==> config.mk <==
export PLATFORM = sky130hd
export DESIGN_NAME = vbuf_packer
export DESIGN_NICKNAME = d
export VERILOG_FILES = /design/src/rtl/vbuf_pkg.sv /design/src/rtl/vbuf_word_fifo.sv /design/src/rtl/vbuf_packer.sv
export SDC_FILE = /design/constraint.sdc
export NUM_CORES = 1
export LEC_CHECK = 0
export ABC_AREA = 1
export CAP_MARGIN = 20
export CORE_MARGIN = 2
export CORE_UTILIZATION = 45
export DETAILED_ROUTE_END_ITERATION = 7
export REMOVE_ABC_BUFFERS = 1
export SYNTH_ARGS = -nofsm -noshare
export SYNTH_HDL_FRONTEND = slang
export SYNTH_HIERARCHICAL = 1
export SYNTH_SLANG_ARGS = --single-unit
==> constraint.sdc <==
create_clock -name clk -period 3.2 [get_ports clk]
set_input_delay 0.64 -clock clk [delete_from_list [all_inputs] [get_ports clk]]
set_output_delay 0.64 -clock clk [all_outputs]
set_load 0.02 [all_outputs]
==> src/rtl/vbuf_pkg.sv <==
// Shared widths and defaults for the video byte-to-word packer.
package vbuf_pkg;
  localparam int VBUF_BYTE_W         = 8;
  localparam int VBUF_WORD_W         = 32;
  localparam int VBUF_BYTES_PER_WORD = 4;
  localparam int VBUF_FIFO_DEPTH     = 8;
  localparam int VBUF_PART_W         = VBUF_WORD_W - VBUF_BYTE_W;
endpackage

==> src/rtl/vbuf_word_fifo.sv <==
// Synchronous first-word-fall-through word FIFO; push and pop may share an edge even when full.
module vbuf_word_fifo
  import vbuf_pkg::*;
#(
  parameter int DEPTH = VBUF_FIFO_DEPTH,
  localparam int AW = $clog2(DEPTH),
  localparam int LW = AW + 1
) (
  input  logic                   clk,
  input  logic                   rst,
  input  logic                   en_i,
  input  logic                   push_i,
  input  logic                   pop_i,
  input  logic [VBUF_WORD_W-1:0] wdata_i,
  output logic [VBUF_WORD_W-1:0] rdata_o,
  output logic                   valid_o,
  output logic                   full_o,
  output logic [LW-1:0]          level_o,
  output logic                   drop_o
);
  logic [VBUF_WORD_W-1:0] mem_q [DEPTH];
  logic [AW-1:0]          wr_q, rd_q;
  logic [LW-1:0]          level_q;
  logic                   push_ok, pop_ok;

  assign valid_o = (level_q != '0);
  assign full_o  = (level_q == LW'(DEPTH));
  assign level_o = level_q;
  // Gate the head so an empty FIFO reads as zero rather than stale storage.
  assign rdata_o = valid_o ? mem_q[rd_q] : '0;

  assign pop_ok  = pop_i && valid_o;
  assign push_ok = push_i && (!full_o || pop_ok);
  assign drop_o  = push_i && !push_ok;

  always_ff @(posedge clk) begin
    if (!rst) begin
      wr_q    <= '0;
      rd_q    <= '0;
      level_q <= '0;
    end else if (en_i) begin
      if (push_ok) wr_q <= AW'(wr_q + 1'b1);
      if (pop_ok)  rd_q <= AW'(rd_q + 1'b1);
      level_q <= level_q + LW'(push_ok) - LW'(pop_ok);
    end
  end

  always_ff @(posedge clk) begin
    if (rst && en_i && push_ok) mem_q[wr_q] <= wdata_i;
  end
endmodule

==> src/rtl/vbuf_packer.sv <==
// Packs a byte stream big-endian into 32-bit words, with zero-padded flush, into a word FIFO.
module vbuf_packer
  import vbuf_pkg::*;
#(
  parameter int FIFO_DEPTH = VBUF_FIFO_DEPTH
) (
  input  logic                         clk,
  input  logic                         rst,
  input  logic                         clk_en,
  input  logic [VBUF_BYTE_W-1:0]       vbuf_in,
  input  logic                         vbuf_wr_in,
  input  logic                         flush,
  input  logic                         out_rd,
  output logic [VBUF_WORD_W-1:0]       vbuf_word,
  output logic                         vbuf_valid,
  output logic                         vbuf_full,
  output logic [$clog2(FIFO_DEPTH):0]  vbuf_level,
  output logic                         vbuf_overflow
);
  logic [1:0]             cnt_q, cnt_d;
  logic [VBUF_PART_W-1:0] part_q, part_d;
  logic                   ovf_q;
  logic                   push;
  logic [VBUF_WORD_W-1:0] push_word;
  logic                   drop;

  // Lanes above the byte count stay zero, so a flush is just the partial shifted up one lane.
  always_comb begin
    cnt_d     = cnt_q;
    part_d    = part_q;
    push      = 1'b0;
    push_word = '0;
    if (vbuf_wr_in) begin
      if (cnt_q == 2'd3) begin
        push      = 1'b1;
        push_word = {part_q, vbuf_in};
        cnt_d     = 2'd0;
        part_d    = '0;
      end else begin
        cnt_d = cnt_q + 2'd1;
        case (cnt_q)
          2'd0:    part_d = {vbuf_in, 16'h0};
          2'd1:    part_d = {part_q[23:16], vbuf_in, 8'h0};
          default: part_d = {part_q[23:8], vbuf_in};
        endcase
      end
    end
    if (flush && !push && (cnt_d != 2'd0)) begin
      push      = 1'b1;
      push_word = {part_d, 8'h0};
      cnt_d     = 2'd0;
      part_d    = '0;
    end
  end

  always_ff @(posedge clk) begin
    if (!rst) begin
      cnt_q  <= '0;
      part_q <= '0;
      ovf_q  <= 1'b0;
    end else if (clk_en) begin
      cnt_q  <= cnt_d;
      part_q <= part_d;
      if (drop) ovf_q <= 1'b1;
    end
  end

  assign vbuf_overflow = ovf_q;

  vbuf_word_fifo #(.DEPTH(FIFO_DEPTH)) u_fifo (
    .clk     (clk),
    .rst     (rst),
    .en_i    (clk_en),
    .push_i  (push),
    .pop_i   (out_rd),
    .wdata_i (push_word),
    .rdata_o (vbuf_word),
    .valid_o (vbuf_valid),
    .full_o  (vbuf_full),
    .level_o (vbuf_level),
    .drop_o  (drop)
  );
endmodule
==> out/metrics.yaml <==
clock_tree:
  cts_tree: "done"
  cts_buffer_depth: 3
  clock_latency_ns: 0.55
  numCtsBuffers: 29
  path_clk_slew_ns: 0.06
  htree_levels: 1
  clock-root-buffer: "clkbuf_16"
  cts.sink_count: 296
placement:
  pre_cts_ws_ns: 0.0968
  post-dp-hpwl_mm: 17.7
  placed_cells: 1583
  port_buffers: 52
  gp_congestion: 0.791
final_layout:
  final_cells: 1644
  area_growth_syn_to_layout_pct: 18.6
  drive_above_1_share_pct: 11.4
  layout_common_cells: "edfxtp_1 (256), nor2_1 (238), nand2_1 (132), o21ai_0 (122), nand3_1 (90)"
  antenna_cells: 0
  final_common_cell: "edfxtp_1"
  finalNetCount: 1268
  fillers: 2395
hold_path:
  hold_path_end: "part_q[3]"
  hp-start: "part_q[3]"
  hp-class: "reg -> reg"
  whs_path_depth: 2
pwr:
  clkPwrFrac_pct: 39.6
  p_leak_nw: 5.23
  powerDensity_nw_per_um2: 588
  switchingPower_mw: 2.14
  total_power_mw: 8.92
  p_sw_share_pct: 24.1
  ir_drop_mv: 0.320
  p_seq_share_pct: 47.5
  p_comb_share_pct: 12.9
  p_int_mw: 6.77
sta:
  final_max_slew_viol_count: 0
  fmax_ghz: 0.325
  worst_pin_slew_ns: 0.841
  setup_violations: 0
  hold_ws_ns: 0.469
  relSlewSlack_pct: 43.3
  skew_ns: 0.0191
  rsz0062_at_grt: "false"
  post-route-period-util_pct: 96.2
  finalHoldViolCount: 0
  finalSetupTns_ns: 0
  fin_ws_ns: 0.121
  min_period_ns: 3.08
logic_synthesis:
  synth_top_family_by_area: "simple AND/OR/NAND/NOR gates"
  synthTopCellsByArea: "edfxtp_1 (60%), nor2_1 (7.2%), dfxtp_1 (6.3%), o21ai_0 (4.8%), nand2_1 (3.9%)"
  synth_top_cell_by_area: "edfxtp_1"
  avgSynthCellArea_sq_um: 10.9
  synthFlopType: "edfxtp_1"
  yosysWarnings: 6
  synthMuxAreaShare_pct: 0
  syn_inst: 1176
  synthAdderAreaFrac_pct: 1.14
  ys_async_sr_fraction_pct: 0
  synth_xor_area_share_pct: 0.274
  synth-compound-area-share_pct: 10.7
  synth-simple-area-share_pct: 16.4
  syn-cell-area_sq_um: 12800
  yosys.area.top_type_share_pct: 60.2
  synth-edff-count: 256
  yosysUniqueCellTypes: 33
  ys_ff_latch: 296
  seq_area_frac_synth_pct: 66.4
floorplan:
  die_area_sq_um: 29800
  die_w_um: 173
  num_rows: 61
  core_area_sq_um: 27900
  start_util_pct: 45.9
  pin_count: 53
  fp.dieH_um: 173
critical_path:
  arrival_ns: 2.44
  regToRegSetupSlack_ns: 0.54
  r2r-start: "cnt_q[0]"
  crit_fanout: 54
  endpoint_kind: "output pin"
  reg2regPathDepth: 15
  crit_type: "reg -> out"
  cp.required_ns: 2.56
  crit_path_start_kind: "flip-flop"
  timing.rr.end: "u_fifo/level_o[2]"
routing:
  dr_total_vias: 9054
  drtIter0Drc: 870
  firstDrtPassIters: 5
  ant_nets: 0
  drc_errors: 0
  via_per_inst: 5.51
  drt-total-wl_mm: 30.8
  wire_per_inst_um: 18.7
global_routing:
  grt_pass1_vias: 8546
  grt_pass1_wl_mm: 48.1
  grt_antenna_before_repair: 0
  grt_max_degree: 55
  gr-total-overflow: 0
  grt_usage_pct: 20.5
flow_run:
  cap_violations: 0
outcome:
  outcome: "finished, final reports clean"
cells in the mapped netlist, types with 6 or more instances:
library cell	count
buf_2	17
edfxtp_1	256
nor2_1	246
clkbuf_1	28
ha_1	10
dfxtp_1	40
inv_1	36
nor2_2	11
nand2_1	132
buf_6	20
a21oi_1	33
o211ai_1	32
nand3_1	90
o21ai_0	122
o22ai_1	32
nand4_1	10
buf_4	6
o21ai_1	22
buf_1	6
worst max-delay path by stage:
stage	slack [ns]	cells past startpoint	startpoint	end
after floorplan	-1.64	5	flip-flop	vbuf_word[30]
after global placement	0.14	14	vbuf_wr_in	u_fifo/level_o[2]
after detailed placement	0.1	14	vbuf_wr_in	u_fifo/level_o[2]
after CTS	-0.01	7	flip-flop	vbuf_word[12]
after global routing	0.01	7	u_fifo/level_o[2]	vbuf_word[29]
final	0.12	8	flip-flop	vbuf_word[29]
critical path, cell delays in order (launching register included):
cell             delay, ns
dfxtp_4               0.36
buf_12                0.14
inv_4                 0.08
buf_16                0.22
o21ai_0               0.11
o22ai_1               0.12
nor2_1                0.06
nor2_1                0.11
clkdlybuf4s50_1       0.61
repair_timing:
item	CTS	global route
setup endpoints to repair	32	19
hold buffers	0	0
resized for setup	16	19
buffers inserted	5	2
cells by family (layout without fill, tap and decap cells):
family                     count (synthesis)  count (layout)
and+or+nand+nor                          499             499
buffers and inverters                    120             210
xor gates and xnor gates                   4               4
adders and majority gates                 11              11
DFF                                      296             296
AOI/OAI and AO/OA                        246             246
per-stage QoR:
step | cell area [sq um] | util (%)
2_1_floorplan | 12300 | -
6_report | 15100 | 54.4
3_3_place_gp | 14000 | 50.3
5_1_grt | 15100 | 54.4
3_5_place_dp | 14000 | 50.3
4_1_cts | 15100 | 54.0
flip-flops by register name, summed over array words and instances (netlist names), named ones only:
name	cells
cnt_q	2
part_q	24
vbuf_overflow	1
u_fifo/level_o	4
u_fifo/wr_q	3
u_fifo/rd_q	3
u_fifo/mem_q	256
per-layer routing:
| layer | vias to the layer above | routed length, um | GRT usage (%) | part of all wire [%] |
|---|---|---|---|---|
| met5 | - | 0 | 0 | 0 |
| met4 | 0 | 504 | 4.59 | 1.6 |
| met3 | 44 | 1780 | 2.72 | 5.8 |
| met2 | 271 | 14700 | 33.5 | 48 |
| met1 | 4454 | 13800 | 29.5 | 45 |
| li1 | 4285 | - | - | - |
cell type report:
type / instances / area [sq um] / area share (%)
clock buffers: 40 / 797 / 5.26
clock inverters: 14 / 199 / 1.31
inverters: 42 / 160 / 1.06
multi-input cells: 760 / 3710 / 24.5
flip-flops and latches: 296 / 8500 / 56.1
well taps: 378 / 473 / 3.12
repair buffers: 114 / 1310 / 8.67
power groups by stage:
stage	combinational, mW	clock, mW	sequential [mW]
floorplan	0.545	0	4.35
global placement	1.12	0	4.33
detailed placement	1.12	0	4.34
CTS	1.14	3.60	4.24
global route	1.26	3.75	4.23
finish	1.15	3.53	4.23
Note: power is estimated with default switching activity, not from simulation.
